--- src/rtl/alu_sequencer_pkg.sv ---
// Shared opcode, flag-index and FSM-state definitions for the ALU sequencer.
package alu_sequencer_pkg;

  localparam int unsigned OP_W    = 5;
  localparam int unsigned REG_W   = 4;
  localparam int unsigned IMM_W   = 8;
  localparam int unsigned FLAG_W  = 5;
  localparam int unsigned STATE_W = 2;

  localparam logic [OP_W-1:0] OP_ADD  = 5'd0;
  localparam logic [OP_W-1:0] OP_SUB  = 5'd1;
  localparam logic [OP_W-1:0] OP_CMP  = 5'd2;
  localparam logic [OP_W-1:0] OP_AND  = 5'd3;
  localparam logic [OP_W-1:0] OP_OR   = 5'd4;
  localparam logic [OP_W-1:0] OP_XOR  = 5'd5;
  localparam logic [OP_W-1:0] OP_NOT  = 5'd6;
  localparam logic [OP_W-1:0] OP_LSH  = 5'd7;
  localparam logic [OP_W-1:0] OP_RSH  = 5'd8;
  localparam logic [OP_W-1:0] OP_ARSH = 5'd9;

  localparam int unsigned FLAG_C = 0;
  localparam int unsigned FLAG_L = 1;
  localparam int unsigned FLAG_F = 2;
  localparam int unsigned FLAG_Z = 3;
  localparam int unsigned FLAG_N = 4;

  localparam logic [STATE_W-1:0] S_IDLE = 2'd0;
  localparam logic [STATE_W-1:0] S_READ = 2'd1;
  localparam logic [STATE_W-1:0] S_EXEC = 2'd2;
  localparam logic [STATE_W-1:0] S_WB   = 2'd3;

  typedef struct packed {
    logic [OP_W-1:0]  op;
    logic [REG_W-1:0] dest;
    logic [REG_W-1:0] src;
    logic             use_imm;
    logic [IMM_W-1:0] imm;
    logic             imm_signed;
  } req_t;

  // CMP only compares; opcodes above ARSH are NOPs.
  function automatic logic op_writes_rf(input logic [OP_W-1:0] op);
    return (op <= OP_ARSH) && (op != OP_CMP);
  endfunction

  function automatic logic [FLAG_W-1:0] psr_mask(input logic [OP_W-1:0] op);
    logic [FLAG_W-1:0] m;
    m = '0;
    if (op == OP_ADD || op == OP_SUB) begin
      m = '1;
    end else if (op == OP_CMP) begin
      m[FLAG_L] = 1'b1;
      m[FLAG_Z] = 1'b1;
      m[FLAG_N] = 1'b1;
    end
    return m;
  endfunction

endpackage

--- src/rtl/alu_sequencer_alu.sv ---
// Combinational ALU: a is Rdest, b is Rsrc. L/Z/N compare a against b
// (unsigned less, equal, signed less); C/F come from the add or a+~b+1 subtract.
module alu_sequencer_alu
  import alu_sequencer_pkg::*;
#(
  parameter int unsigned DATA_W = 16
) (
  input  logic [OP_W-1:0]   op,
  input  logic [DATA_W-1:0] a,
  input  logic [DATA_W-1:0] b,
  output logic [DATA_W-1:0] result_c,
  output logic [FLAG_W-1:0] flags_c
);

  localparam int unsigned SH_W = $clog2(DATA_W);

  logic [DATA_W:0]   sum_c;
  logic [DATA_W:0]   diff_c;
  logic [SH_W-1:0]   sh_c;

  always_comb begin
    sum_c    = {1'b0, a} + {1'b0, b};
    diff_c   = {1'b0, a} + {1'b0, ~b} + (DATA_W+1)'(1);
    sh_c     = b[SH_W-1:0];
    result_c = '0;
    flags_c  = '0;
    flags_c[FLAG_L] = (a < b);
    flags_c[FLAG_Z] = (a == b);
    flags_c[FLAG_N] = ($signed(a) < $signed(b));
    case (op)
      OP_ADD: begin
        result_c        = sum_c[DATA_W-1:0];
        flags_c[FLAG_C] = sum_c[DATA_W];
        flags_c[FLAG_F] = (a[DATA_W-1] == b[DATA_W-1]) && (sum_c[DATA_W-1] != a[DATA_W-1]);
      end
      OP_SUB, OP_CMP: begin
        result_c        = diff_c[DATA_W-1:0];
        flags_c[FLAG_C] = diff_c[DATA_W];
        flags_c[FLAG_F] = (a[DATA_W-1] != b[DATA_W-1]) && (diff_c[DATA_W-1] != a[DATA_W-1]);
      end
      OP_AND:  result_c = a & b;
      OP_OR:   result_c = a | b;
      OP_XOR:  result_c = a ^ b;
      OP_NOT:  result_c = ~b;
      OP_LSH:  result_c = a << sh_c;
      OP_RSH:  result_c = a >> sh_c;
      OP_ARSH: result_c = DATA_W'($signed(a) >>> sh_c);
      default: result_c = '0;
    endcase
  end

endmodule

--- src/rtl/alu_sequencer.sv ---
// Four-state (IDLE/READ/EXEC/WB) sequencer issuing one register-file ALU
// operation at a time, with write-back and flag update at the end of WB.
module alu_sequencer
  import alu_sequencer_pkg::*;
#(
  parameter int unsigned DATA_W = 16,
  parameter int unsigned NREG   = 16
) (
  input  logic              clk,
  input  logic              reset,
  input  logic              req_valid,
  output logic              req_ready,
  input  logic [4:0]        req_op,
  input  logic [3:0]        req_dest,
  input  logic [3:0]        req_src,
  input  logic              req_use_imm,
  input  logic [7:0]        req_imm,
  input  logic              req_imm_signed,
  output logic              done_valid,
  output logic [DATA_W-1:0] done_result,
  output logic [4:0]        psr,
  input  logic [3:0]        dbg_addr,
  output logic [DATA_W-1:0] dbg_data
);

  logic [STATE_W-1:0] state;
  logic [STATE_W-1:0] state_next;
  req_t               req_q;
  logic [DATA_W-1:0]  a_q;
  logic [DATA_W-1:0]  b_q;
  logic [FLAG_W-1:0]  flags_q;
  logic [DATA_W-1:0]  rf [NREG];
  logic [DATA_W-1:0]  imm_ext_c;
  logic [DATA_W-1:0]  alu_result_c;
  logic [FLAG_W-1:0]  alu_flags_c;
  logic               handshake_c;

  assign handshake_c = req_valid && req_ready;
  assign dbg_data    = rf[dbg_addr];

  always_ff @(posedge clk or posedge reset) begin
    if (reset) state <= S_IDLE;
    else       state <= state_next;
  end

  always_comb begin
    state_next = state;
    case (state)
      S_IDLE:  if (handshake_c) state_next = S_READ;
      S_READ:  state_next = S_EXEC;
      S_EXEC:  state_next = S_WB;
      S_WB:    state_next = S_IDLE;
      default: state_next = S_IDLE;
    endcase
  end

  always_comb begin
    imm_ext_c = req_q.imm_signed ? {{(DATA_W-IMM_W){req_q.imm[IMM_W-1]}}, req_q.imm}
                                 : {{(DATA_W-IMM_W){1'b0}}, req_q.imm};
  end

  // done_result doubles as the registered ALU result used for write-back.
  always_ff @(posedge clk or posedge reset) begin
    if (reset) begin
      req_q       <= '0;
      a_q         <= '0;
      b_q         <= '0;
      flags_q     <= '0;
      done_valid  <= 1'b0;
      done_result <= '0;
      psr         <= '0;
      req_ready   <= 1'b1;
      for (int i = 0; i < NREG; i++) rf[i] <= '0;
    end else begin
      req_ready  <= (state_next == S_IDLE);
      done_valid <= (state == S_EXEC);
      if (handshake_c) begin
        req_q <= {req_op, req_dest, req_src, req_use_imm, req_imm, req_imm_signed};
      end
      if (state == S_READ) begin
        a_q <= rf[req_q.dest];
        b_q <= req_q.use_imm ? imm_ext_c : rf[req_q.src];
      end
      if (state == S_EXEC) begin
        done_result <= alu_result_c;
        flags_q     <= alu_flags_c;
      end
      if (state == S_WB) begin
        if (op_writes_rf(req_q.op)) rf[req_q.dest] <= done_result;
        psr <= (psr & ~psr_mask(req_q.op)) | (flags_q & psr_mask(req_q.op));
      end
    end
  end

  alu_sequencer_alu #(.DATA_W(DATA_W)) u_alu (
    .op       (req_q.op),
    .a        (a_q),
    .b        (b_q),
    .result_c (alu_result_c),
    .flags_c  (alu_flags_c)
  );

endmodule

--- config.mk ---
export PLATFORM = sky130hd
export DESIGN_NAME = alu_sequencer
export DESIGN_NICKNAME = d
export VERILOG_FILES = /design/src/rtl/alu_sequencer_pkg.sv /design/src/rtl/alu_sequencer_alu.sv /design/src/rtl/alu_sequencer.sv
export SDC_FILE = /design/constraint.sdc
export NUM_CORES = 1
export LEC_CHECK = 0
export BUFFER_PORTS_ARGS = -buffer_cell sky130_fd_sc_hd__buf_2
export CORE_ASPECT_RATIO = 1.4
export CORE_MARGIN = 2
export CORE_UTILIZATION = 45
export CTS_CLUSTER_SIZE = 40
export DETAILED_ROUTE_END_ITERATION = 12
export SYNTH_ARGS = -nofsm -noshare
export SYNTH_HDL_FRONTEND = slang
export SYNTH_SLANG_ARGS = --single-unit
--- constraint.sdc ---
create_clock -name clk -period 10.3 [get_ports clk]
set_input_delay 0.515 -clock clk [delete_from_list [all_inputs] [get_ports clk]]
set_output_delay 0.515 -clock clk [all_outputs]
set_load 0.02 [all_outputs]
## After elaboration in Yosys (flattened, before gate mapping)

Index checks and enable logic that the tools add are counted.

- Output and inout bits: 39
- Bits in registers: 341
- Word-level logic and storage cells: 110
- Bits of input ports: 30

- Reduce and logical (&&, ||, !) cells: 11
- Shift-type cells: 3
- Add/subtract/negate cells: 3
- Bitwise operators: 11
- Multiplexer cells: 27
- Eq/ne operators: 18
- $lt $le $gt $ge: 7

Operator list:

| cell | count |
|---|---|
| $bwmux W256 | 1 |
| $bmux W16 S4 | 3 |
| $mux W16 | 9 |
| $pmux W16 S9 | 1 |
| $demux W16 S4 | 1 |
| $add A16 B16 Y17 | 2 |
| $lt A16 B16 Y1 | 2 |
| $eq A5 B3 Y1 const B | 4 |
| $add A17 B1 Y17 const B | 1 |
| $and A16 B16 Y16 | 1 |
| $eq A16 B16 Y1 | 1 |
| $not A16 Y16 | 1 |
| $or A16 B16 Y16 | 1 |
| $shl A16 B4 Y16 | 1 |
| $shr A16 B4 Y16 | 1 |
| $sshr A16 B4 Y16 | 1 |
| $xor A16 B16 Y16 | 1 |
| $ge A5 B5 Y1 const B | 3 |
| $not A4 Y5 | 3 |
| $and A5 B5 Y5 | 2 |
| $eq A5 B2 Y1 const B | 2 |
| $eq A5 B4 Y1 const B | 2 |
| $mux W2 | 4 |
| $pmux W2 S4 | 1 |
| 18 further kinds | 31 |

## Longest topological paths before layout

Gate-level depths: netlist of the first run.

- Depth in word-level cells: 7
- Mapped depth: 11
- Mapped depth without buffers: 11

## Hierarchy

Synthesis of the first run repeated with hierarchy kept, for this count alone.

- Cell total of the unflattened synthesis: 1932
- Area total of the unflattened synthesis: 22967.0 µm²

By module, submodules not included:

| module | area an instance (µm²) | instances | seq. area each (µm²) | cells each |
|---|---|---|---|---|
| alu_sequencer | 18951.9 | 1 | 8534.4 | 1312 |
| alu_sequencer_alu | 4015.1 | 1 | 0.0 | 620 |

## Worst setup path before layout of the first run

Ideal clock, no wire load.

- Path type: input-to-output
- Start: input dbg_addr[1]
- End: output dbg_data[13]
- Data required time: 9.785 ns
- Arrival: 2.431 ns
- Buffers on the path: 3
- Stages on the path: 5
- Slack: 7.354 ns
- Cells stage by stage: buf_2 > clkbuf_1 > clkbuf_1 > mux4_2 > mux4_2

- Word-level cells in the longest chain between the ends: 4

Ends and longest elaborated chain:

| item | line | RTL |
|---|---|---|
| start: declaration | alu_sequencer.sv:22 | `input logic [3:0] dbg_addr,` |
| $not A4 Y5 (implied by the code) | alu_sequencer.sv:39 | `assign dbg_data = rf[dbg_addr];` |
| $bmux W16 S4 | alu_sequencer.sv:39 |  |
| $mux W16 (implied by the code) (2 in series) | alu_sequencer.sv:39 |  |
| end: declaration | alu_sequencer.sv:23 | `output logic [DATA_W-1:0] dbg_data` |

No other way between the ends. The select of a mux whose other input is x is not followed.

## Final worst setup path of the first run

- Start: register b_q[3]
- End: register done_result[13]

- Word-level cells in the longest chain between the ends: 4
- Elaborated cells between the ends (all ways): 8
- Those cells by class: add/sub (3); shift (3); mux (1); bitwise (1)

Ends and longest elaborated chain:

| item | line | RTL |
|---|---|---|
| start: declaration | alu_sequencer.sv:30 | `logic [DATA_W-1:0] b_q;` |
| start signal: assignment | alu_sequencer.sv:82 | `b_q <= req_q.use_imm ? imm_ext_c : rf[req_q.src];` |
| $not A16 Y16 | alu_sequencer_alu.sv:23 | `diff_c = {1'b0, a} + {1'b0, ~b} + (DATA_W+1)'(1);` |
| $add A16 B16 Y17 | alu_sequencer_alu.sv:23 |  |
| $add A17 B1 Y17 | alu_sequencer_alu.sv:23 |  |
| $pmux W16 S9 * | alu_sequencer_alu.sv:30 | `case (op)` |
| end signal: assignment | alu_sequencer.sv:85 | `done_result <= alu_result_c;` |
| end: declaration | alu_sequencer.sv:20 | `output logic [DATA_W-1:0] done_result,` |

Mark *: on every way between the ends. The rest lies on a longest branch, timed or not.
A chain may end at the register's enable or synchronous reset.

==> summary.txt, run 1 <==
Status
  – Result of the run: finished clean

Routing
  – Total number of vias: 15900
  – Routed wire per std cell: 30.1 µm
  – Average via count per standard cell: 6.66
  – Routed WL: 71700 µm
  – Count of antenna-violating nets left after detailed routing: 0
  – Number of design-rule violations left by the first detailed-router iteration: 1345
  – Initial DRT Pass Iterations: 5
  – Post-detailed-route DRC marker count: 0

Global route
  – Met1 track demand over resource: 34.0%
  – Number of antenna violations at the first check in global routing: 0
  – All-layer global routing usage: 27.7%
  – GR Layer Usage met3: 3.10%
  – Via count of the first global-routing pass: 16200
  – Pin count of the biggest net entering global routing: 133
  – Met2 layer usage reported by global route: 48.3%
  – Highest-utilization routing layer at the global route stage: met2
  – First-pass GRT wire length: 108000 µm
  – Aggregate global routing overflow: 0

Synthesis
  – Seq cells post-synth: 341
  – Post-synth EDFFs: 0
  – Fraction of synthesized area in multiplexers: 41.3%
  – Mapped Cells: 1718
  – Mapped Area: 22600 µm²
  – Share of the synthesized area in compound gates (AO/OA/AOI/OAI): 7.43%
  – Area share of xor/xnor cells in the synthesized design: 0.388%
  – Synth warn: 0
  – Syn nets: 1804
  – Share of synthesized area occupied by flip-flops and latches: 37.8%
  – Simple logic cell fraction of the synthesized area: 6.10%
  – Async set or reset register ratio after synthesis: 100%
  – Mean cell area of the mapped netlist: 13.2 µm²
  – Post-synthesis adder-cell area fraction: 3.17%
  – Post-synth cell types: 79
  – Combinational family with the most area after synthesis: multiplexers
  – Commonest register cell after synthesis: sky130_fd_sc_hd__dfrtp_1

Power
  – Total power density per cell area: 251 nW/µm²
  – Static power due to leakage: 10.7 nW
  – Total power after layout: 6.19 mW
  – Maximum ir drop on the vdd rail: 250 µV

Clocking
  – Level count of the clock H-tree: 2
  – Clk pin slew, worst setup/hold paths: 0.06 ns
  – CTS-repair resized insts: 0
  – Clk sinks: 341
  – Number of hold-repair buffers added at the cts stage: 0
  – Worst-Skew Late Latency: 0.57 ns
  – Post-CTS repair timing setup buffer count: 0
  – Clk buf depth: 3
  – Num CTS Buffers: 37
  – Clock tree from TritonCTS: yes
  – Clock tree root buffer cell: sky130_fd_sc_hd__clkbuf_16

Layout
  – Fraction of final layout cells with drive strength greater than 1: 42.2%
  – Total area of multi-input combinational cells: 13200 µm²
  – FF+latch area: 8550 µm²
  – N_diodes: 0
  – Design Area, Final: 24700 µm²
  – Fill cell total of the finished layout: 4377
  – Area added between synthesis and finish: 9.26%
  – Net count reported at finish: 1799

Run
  – Number of max-cap violations: 0

STA
  – Final setup viols: 0
  – Max Slew Vio Count: 0
  – Setup repair after global routing missed its margin: no
  – Part of the cycle the worst path needs: 36.0%
  – Post-layout minimum cycle time: 3.71 ns
  – Clock Skews: 0.0333 ns
  – Max Freq: 270 MHz
  – Slew at the pin closest to its max-slew limit: 1.11 ns
  – Headroom to the max-slew limit: 25.5%
  – Setup_tns: 0 ns
  – Final hold violation count: 0

Critical path
  – Largest fanout on the critical path: 33
  – Kind of critical path: flop to flop
  – Critical Path AT: 4.15 ns
  – Reg-to-reg slack, setup: 6.59 ns
  – Sort of element at the start of the critical path: flop
  – Nature of the critical path endpoint: flop
  – Critical path required time: 10.74 ns

Floorplan
  – Initial cell density of the core: 45.3%
  – Ports placed on the boundary: 69
  – Die Footprint: 52000 µm²
  – Core region area: 49900 µm²
  – Row count: 97
  – Width of the die: 193 µm
  – Vertical extent of the die: 269 µm

Place
  – Buffers on Ports: 68
  – Placed wire-length estimate after detailed placement: 49800 µm
  – Dpl cell area: 23400 µm²
  – RD Place Congestion: 0.952

Worst hold path
  – HP Class: input port to asynchronous set/reset pin
cells in the mapped netlist (4+ instances only):
library cell / number / share of area (%)
sky130_fd_sc_hd__dfrtp_1: 340 / 38
sky130_fd_sc_hd__mux2_2: 287 / 14
sky130_fd_sc_hd__mux4_2: 254 / 25
sky130_fd_sc_hd__nand2_1: 98 / 1.6
sky130_fd_sc_hd__nor2_1: 92 / 1.5
sky130_fd_sc_hd__clkbuf_1: 77 / 1.3
sky130_fd_sc_hd__buf_2: 59 / 1.3
sky130_fd_sc_hd__o21ai_0: 57 / 1.3
sky130_fd_sc_hd__ha_1: 54 / 3.0
sky130_fd_sc_hd__a21oi_1: 52 / 1.2
sky130_fd_sc_hd__inv_1: 49 / 0.81
sky130_fd_sc_hd__nand3_1: 26 / 0.58
sky130_fd_sc_hd__a31oi_1: 20 / 0.55
sky130_fd_sc_hd__a211oi_1: 15 / 0.50
sky130_fd_sc_hd__buf_1: 15 / 0.25
sky130_fd_sc_hd__nor2b_1: 15 / 0.42
sky130_fd_sc_hd__mux2i_1: 14 / 0.62
sky130_fd_sc_hd__a221oi_1: 13 / 0.50
sky130_fd_sc_hd__or3_1: 10 / 0.28
sky130_fd_sc_hd__mux4_1: 9 / 1.0
sky130_fd_sc_hd__nor3_1: 9 / 0.20
sky130_fd_sc_hd__a32oi_1: 8 / 0.31
sky130_fd_sc_hd__o211ai_1: 8 / 0.27
sky130_fd_sc_hd__xnor2_1: 8 / 0.31
sky130_fd_sc_hd__a21o_1: 7 / 0.23
sky130_fd_sc_hd__o221ai_1: 7 / 0.27
sky130_fd_sc_hd__a22oi_1: 6 / 0.20
sky130_fd_sc_hd__o2bb2ai_1: 6 / 0.23
sky130_fd_sc_hd__nand2b_1: 5 / 0.14
sky130_fd_sc_hd__nand4_1: 5 / 0.14
sky130_fd_sc_hd__o21bai_1: 5 / 0.17
sky130_fd_sc_hd__a2111oi_0: 4 / 0.16
sky130_fd_sc_hd__nor3_2: 4 / 0.18
sky130_fd_sc_hd__nor4_1: 4 / 0.11
sky130_fd_sc_hd__o21a_1: 4 / 0.13
sky130_fd_sc_hd__o31ai_1: 4 / 0.13
path summary, 6_finish.rpt:
path,startpoint,to,cells past startpoint
max,b_q[3],done_result[13],10
min,reset,rf[189],2
max reg2reg,b_q[3],done_result[13],10
min reg2reg,flop,flop,2
max in group asynchronous,reset,state[1],4
min in group clk,req_src[0],req_q[10],2
worst max-delay path: stages (launching register included):
cell and delay (ns):
sky130_fd_sc_hd__dfrtp_1 0.32, sky130_fd_sc_hd__buf_4 0.34, sky130_fd_sc_hd__inv_1 0.34, sky130_fd_sc_hd__ha_1 0.57, sky130_fd_sc_hd__nor2_1 0.12, sky130_fd_sc_hd__a221oi_2 0.51, sky130_fd_sc_hd__nand3_1 0.22, sky130_fd_sc_hd__a21oi_1 0.44
sky130_fd_sc_hd__a2bb2oi_1 0.15, sky130_fd_sc_hd__or3_1 0.34, sky130_fd_sc_hd__a32oi_1 0.23
cell type report:
class                           instances  share of cell area (%)
Clock buffer                           59                    4.57
Sequential cell                       341                    34.6
Inverter                               50                   0.791
Multi-Input combinational cell       1172                    53.5
Clock inverter                          8                   0.507
Tap cell                              643                    3.26
Timing Repair Buffer                  111                    2.71
where the power goes:
group	leakage, nW	total, mW	internal (mW)	switching, mW
Sequential	4.64	2.17	1.63	0.539
Combinational	5.46	2.66	1.16	1.49
Clock	0.608	1.37	0.786	0.581
metal layers:
layer	vias to the layer above	share of wire [%]
met3	194	4.3
met4	0	5.7
met1	8437	38
li1	6701	-
met2	552	52
met5	-	0
stage by stage:
stage	util (%)	hold WS, ns	setup slack [ns]	instances
3_5_place_dp	47.0	0.487	6.67	2317
6_report	49.5	0.147	6.59	2384
2_1_floorplan	-	0.449	0.335	1718
3_3_place_gp	47.0	0.486	6.60	2317
5_1_grt	49.5	0.191	6.47	2384
4_1_cts	49.5	0.178	6.68	2384
state kept, by name (all words and copies together) (netlist names), named ones only:
register,cells
rf,256
req_q,23
a_q,16
b_q,16
done_result,16
flags_q,5
state,2
done_valid,1
req_ready,1
kinds of logic (layout without fill, tap and decap cells):
group	after synthesis	count (layout)
AO/OA/AOI/OAI	249	249
XOR/XNOR	10	10
adder cells (fa/ha/maj)	56	56
buffers and inverters	205	228
flip-flops	341	341
multiplexers	564	564
AND/OR/NAND/NOR	293	293
cells in the final DEF (no fill, tap or decap), types with 45 or more instances in the layout:
cell type                 instances
sky130_fd_sc_hd__inv_1           48
sky130_fd_sc_hd__a21oi_1         52
sky130_fd_sc_hd__ha_1            53
sky130_fd_sc_hd__mux4_2         254
sky130_fd_sc_hd__nand2_1         98
sky130_fd_sc_hd__dfrtp_1        335
sky130_fd_sc_hd__mux2_2         287
sky130_fd_sc_hd__o21ai_0         57
sky130_fd_sc_hd__nor2_1          90
sky130_fd_sc_hd__buf_2           66
sky130_fd_sc_hd__buf_4           45
Note: power is estimated with default switching activity, not from simulation.
==> run 2, diff against run 1 <==
Clock period 10.3 ns to 3.3 ns, I/O delays scaled along.
==> summary.txt, run 2 (synthesized netlist as in run 1, its figures left out) <==
Floorplan
  – Width of the die: 193 µm (unchanged)
  – Die Footprint: 52000 µm² (unchanged)
  – Initial cell density of the core: 45.3% (unchanged)
  – Row count: 97 (unchanged)
  – Ports placed on the boundary: 69 (unchanged)
  – Vertical extent of the die: 269 µm (unchanged)
  – Core region area: 49900 µm² (unchanged)

Critical path
  – Largest delay contributor family on the critical path: compound AO/OA/AOI/OAI gates
  – Kind of critical path: flop to flop
  – Critical Path AT: 3.45 ns (-0.70 ns)
  – Largest fanout on the critical path: 9 (-73%)
  – Critical path, cell by cell: inv_1 -> ha_1 -> buf_4 -> nor2b_1 -> o311ai_1 -> buf_4 -> a31oi_1 -> a41oi_2 -> nor4_1 -> o21ai_0 -> a32oi_1
  – Number of buffer and inverter instances along the worst setup path: 3 (+1)
  – Largest stage delay on the critical path: 0.50 ns (-0.07 ns)
  – Nature of the critical path endpoint: flop
  – Critical path required time: 3.76 ns (-6.98 ns)
  – Cell with the largest stage delay on the worst path: sky130_fd_sc_hd__dfrtp_1
  – Worst path most repeated cell: sky130_fd_sc_hd__buf_4
  – Sort of element at the start of the critical path: flop

STA
  – Headroom to the max-slew limit: 28.2% (+2.7 points)
  – Final setup viols: 0 (unchanged)
  – Slew at the pin closest to its max-slew limit: 1.07 ns (-0.0450 ns)
  – Max Slew Vio Count: 0 (unchanged)
  – Max Freq: 334 MHz (+24%)
  – Part of the cycle the worst path needs: 90.6% (+55 points)
  – Final hold violation count: 0 (unchanged)
  – Setup repair after global routing missed its margin: no
  – Setup_tns: 0 ns (unchanged)
  – Clock Skews: 0.0303 ns (-0.00298 ns)
  – Hold slack final: 0.308 ns (+0.160 ns)
  – Post-layout minimum cycle time: 2.99 ns (-0.716 ns)

Global route
  – Pin count of the biggest net entering global routing: 106 (-20%)
  – Number of antenna violations at the first check in global routing: 0 (unchanged)
  – Via count of the first global-routing pass: 16900 (+4.2%)
  – First-pass GRT wire length: 111000 µm (+2.5%)
  – All-layer global routing usage: 28.3% (+0.66 points)
  – Aggregate global routing overflow: 0 (unchanged)

Routing
  – Total number of vias: 16300 (+2.8%)
  – Initial DRT Pass Iterations: 6 (+1)
  – Number of design-rule violations left by the first detailed-router iteration: 1288 (-4.2%)
  – Count of antenna-violating nets left after detailed routing: 0 (unchanged)
  – Average via count per standard cell: 6.58 (-1.3%)
  – Routed wire per std cell: 29.5 µm (-1.9%)
  – Routed WL: 73200 µm (+2.2%)
  – Post-detailed-route DRC marker count: 0 (unchanged)

Place
  – DP Cell Count: 2393 (+3.3%)
  – RD Place Congestion: 0.992 (+4.2%)
  – Buffers on Ports: 68 (unchanged)
  – Placed wire-length estimate after detailed placement: 52400 µm (+5.2%)

Layout
  – Net count reported at finish: 1900 (+5.6%)
  – Fraction of final layout cells with drive strength greater than 1: 44.1% (+1.9 points)
  – Core utilization of the finished layout: 51.6% (+2.1 points)
  – N_diodes: 0 (unchanged)
  – Area added between synthesis and finish: 13.9%
  – Most flop-heavy register: rf
  – Non-filler instance count after layout: 2483 (+4.2%)
  – Most frequent cells in the layout: sky130_fd_sc_hd__dfrtp_1 (335), sky130_fd_sc_hd__mux2_2 (287), sky130_fd_sc_hd__mux4_2 (254), sky130_fd_sc_hd__buf_4 (105), sky130_fd_sc_hd__nand2_1 (98)
  – Most common cell after layout, fill and taps aside: sky130_fd_sc_hd__dfrtp_1
  – Flip-flop count of the largest register after layout: 256 (unchanged)
  – Registers with the highest flip-flop counts: rf (256), req_q (23)

Status
  – Result of the run: finished clean

Clocking
  – Level count of the clock H-tree: 2 (unchanged)
  – Clock tree from TritonCTS: yes
  – Clk pin slew, worst setup/hold paths: 0.06 ns (about the same)
  – CTS-repair resized insts: 0 (unchanged)
  – Clk sinks: 341 (unchanged)
  – Clock tree root buffer cell: sky130_fd_sc_hd__clkbuf_16
  – Num CTS Buffers: 38 (+2.7%)
  – Worst-Skew Late Latency: 0.58 ns (about the same)
  – Clk buf depth: 3 (unchanged)

Power
  – Sequential cell fraction of total power: 33.5% (-1.6 points)
  – Total power density per cell area: 784 nW/µm² (+210%)
  – Maximum ir drop on the vdd rail: 861 µV (+240%)
  – Static power due to leakage: 11.3 nW (+5.2%)
  – Switching power: 8.35 mW (+220%)
  – Combinational power share: 44.1% (+1.2 points)
  – Cell-internal power: 11.8 mW (+230%)
  – Clock Power Share: 22.3% (+0.2 points)
  – Net switching share of the total power: 41.4% (-0.82 points)

Run
  – Number of max-cap violations: 0 (unchanged)

Worst hold path
  – HP Class: input port to asynchronous set/reset pin
## run 2: changes by cell type in the layout (fill, tap and decap cells not counted), moves of 2 or more
cell	delta
sky130_fd_sc_hd__buf_4	+60
sky130_fd_sc_hd__dlygate4sd3_1	+24
sky130_fd_sc_hd__buf_12	+16
sky130_fd_sc_hd__clkbuf_8	-7
sky130_fd_sc_hd__bufinv_16	+4
sky130_fd_sc_hd__clkbuf_1	-3
sky130_fd_sc_hd__clkinv_2	+3
sky130_fd_sc_hd__clkinvlp_4	+3
sky130_fd_sc_hd__clkinv_8	+2
## run 2: power groups by stage
stage                     Sequential [mW]  Clock, mW  Combinational (mW)
after detailed placement             6.83          0                8.82
after global routing                 6.94       4.75                9.47
after global placement               6.75          0                8.80
after floorplan                      5.92          0                6.45
after CTS                            6.76       4.59                8.88
final                                6.77       4.50                8.90
## run 2: routing by layer
layer | global-route usage [%] | up-vias | wire length (µm)
li1 | - | 6888 | -
met2 | 48.9 | 635 | 37700
met3 | 3.51 | 208 | 3640
met5 | 0 | - | 0
met1 | 34.7 | 8601 | 27300
met4 | 15.3 | 0 | 4530
## run 2: worst paths after layout
path | cells after the start | endpoint | startpoint | slack [ns]
max | 11 | done_result[14] | a_q[2] | 0.31
min reg2reg | 1 | flop | flop | 0.50
min in group clk | 3 | req_q[15] | req_dest[1] | 0.36
min | 3 | rf[63] | reset | 0.31
max reg2reg | 11 | done_result[14] | a_q[2] | 0.31
max in group asynchronous | 4 | req_q[17] | reset | 1.93
## run 2: final cells by class
type,instances,area (µm²)
inverter,50,191
timing repair buffer,211,1680
tap,643,805
clock inverter,16,260
sequential,341,8550
fill,4228,24100
multi-input combinational,1172,13200
clock buffer,50,1050
## run 2: worst min-delay path, delay by kind of cell
family	cells	cell delay (ns)
buffers and inverters	3	1.19
## run 2: what timing repair did
action	in CTS	in global routing
hold buffers	24	0
endpoints found under the setup margin	0	1
buffers inserted	0	0
endpoints found under the hold margin	47	0
## run 2: per-stage QoR
stage / cell area (µm²) / total power [mW] / worst slack [ns]
floorplan: 22600 / 12.4 / -1.42
global placement: 24200 / 15.5 / 0.276
detailed placement: 24200 / 15.6 / 0.282
CTS: 25700 / 20.2 / 0.264
global route: 25700 / 21.2 / 0.0526
finish: 25700 / 20.2 / 0.310
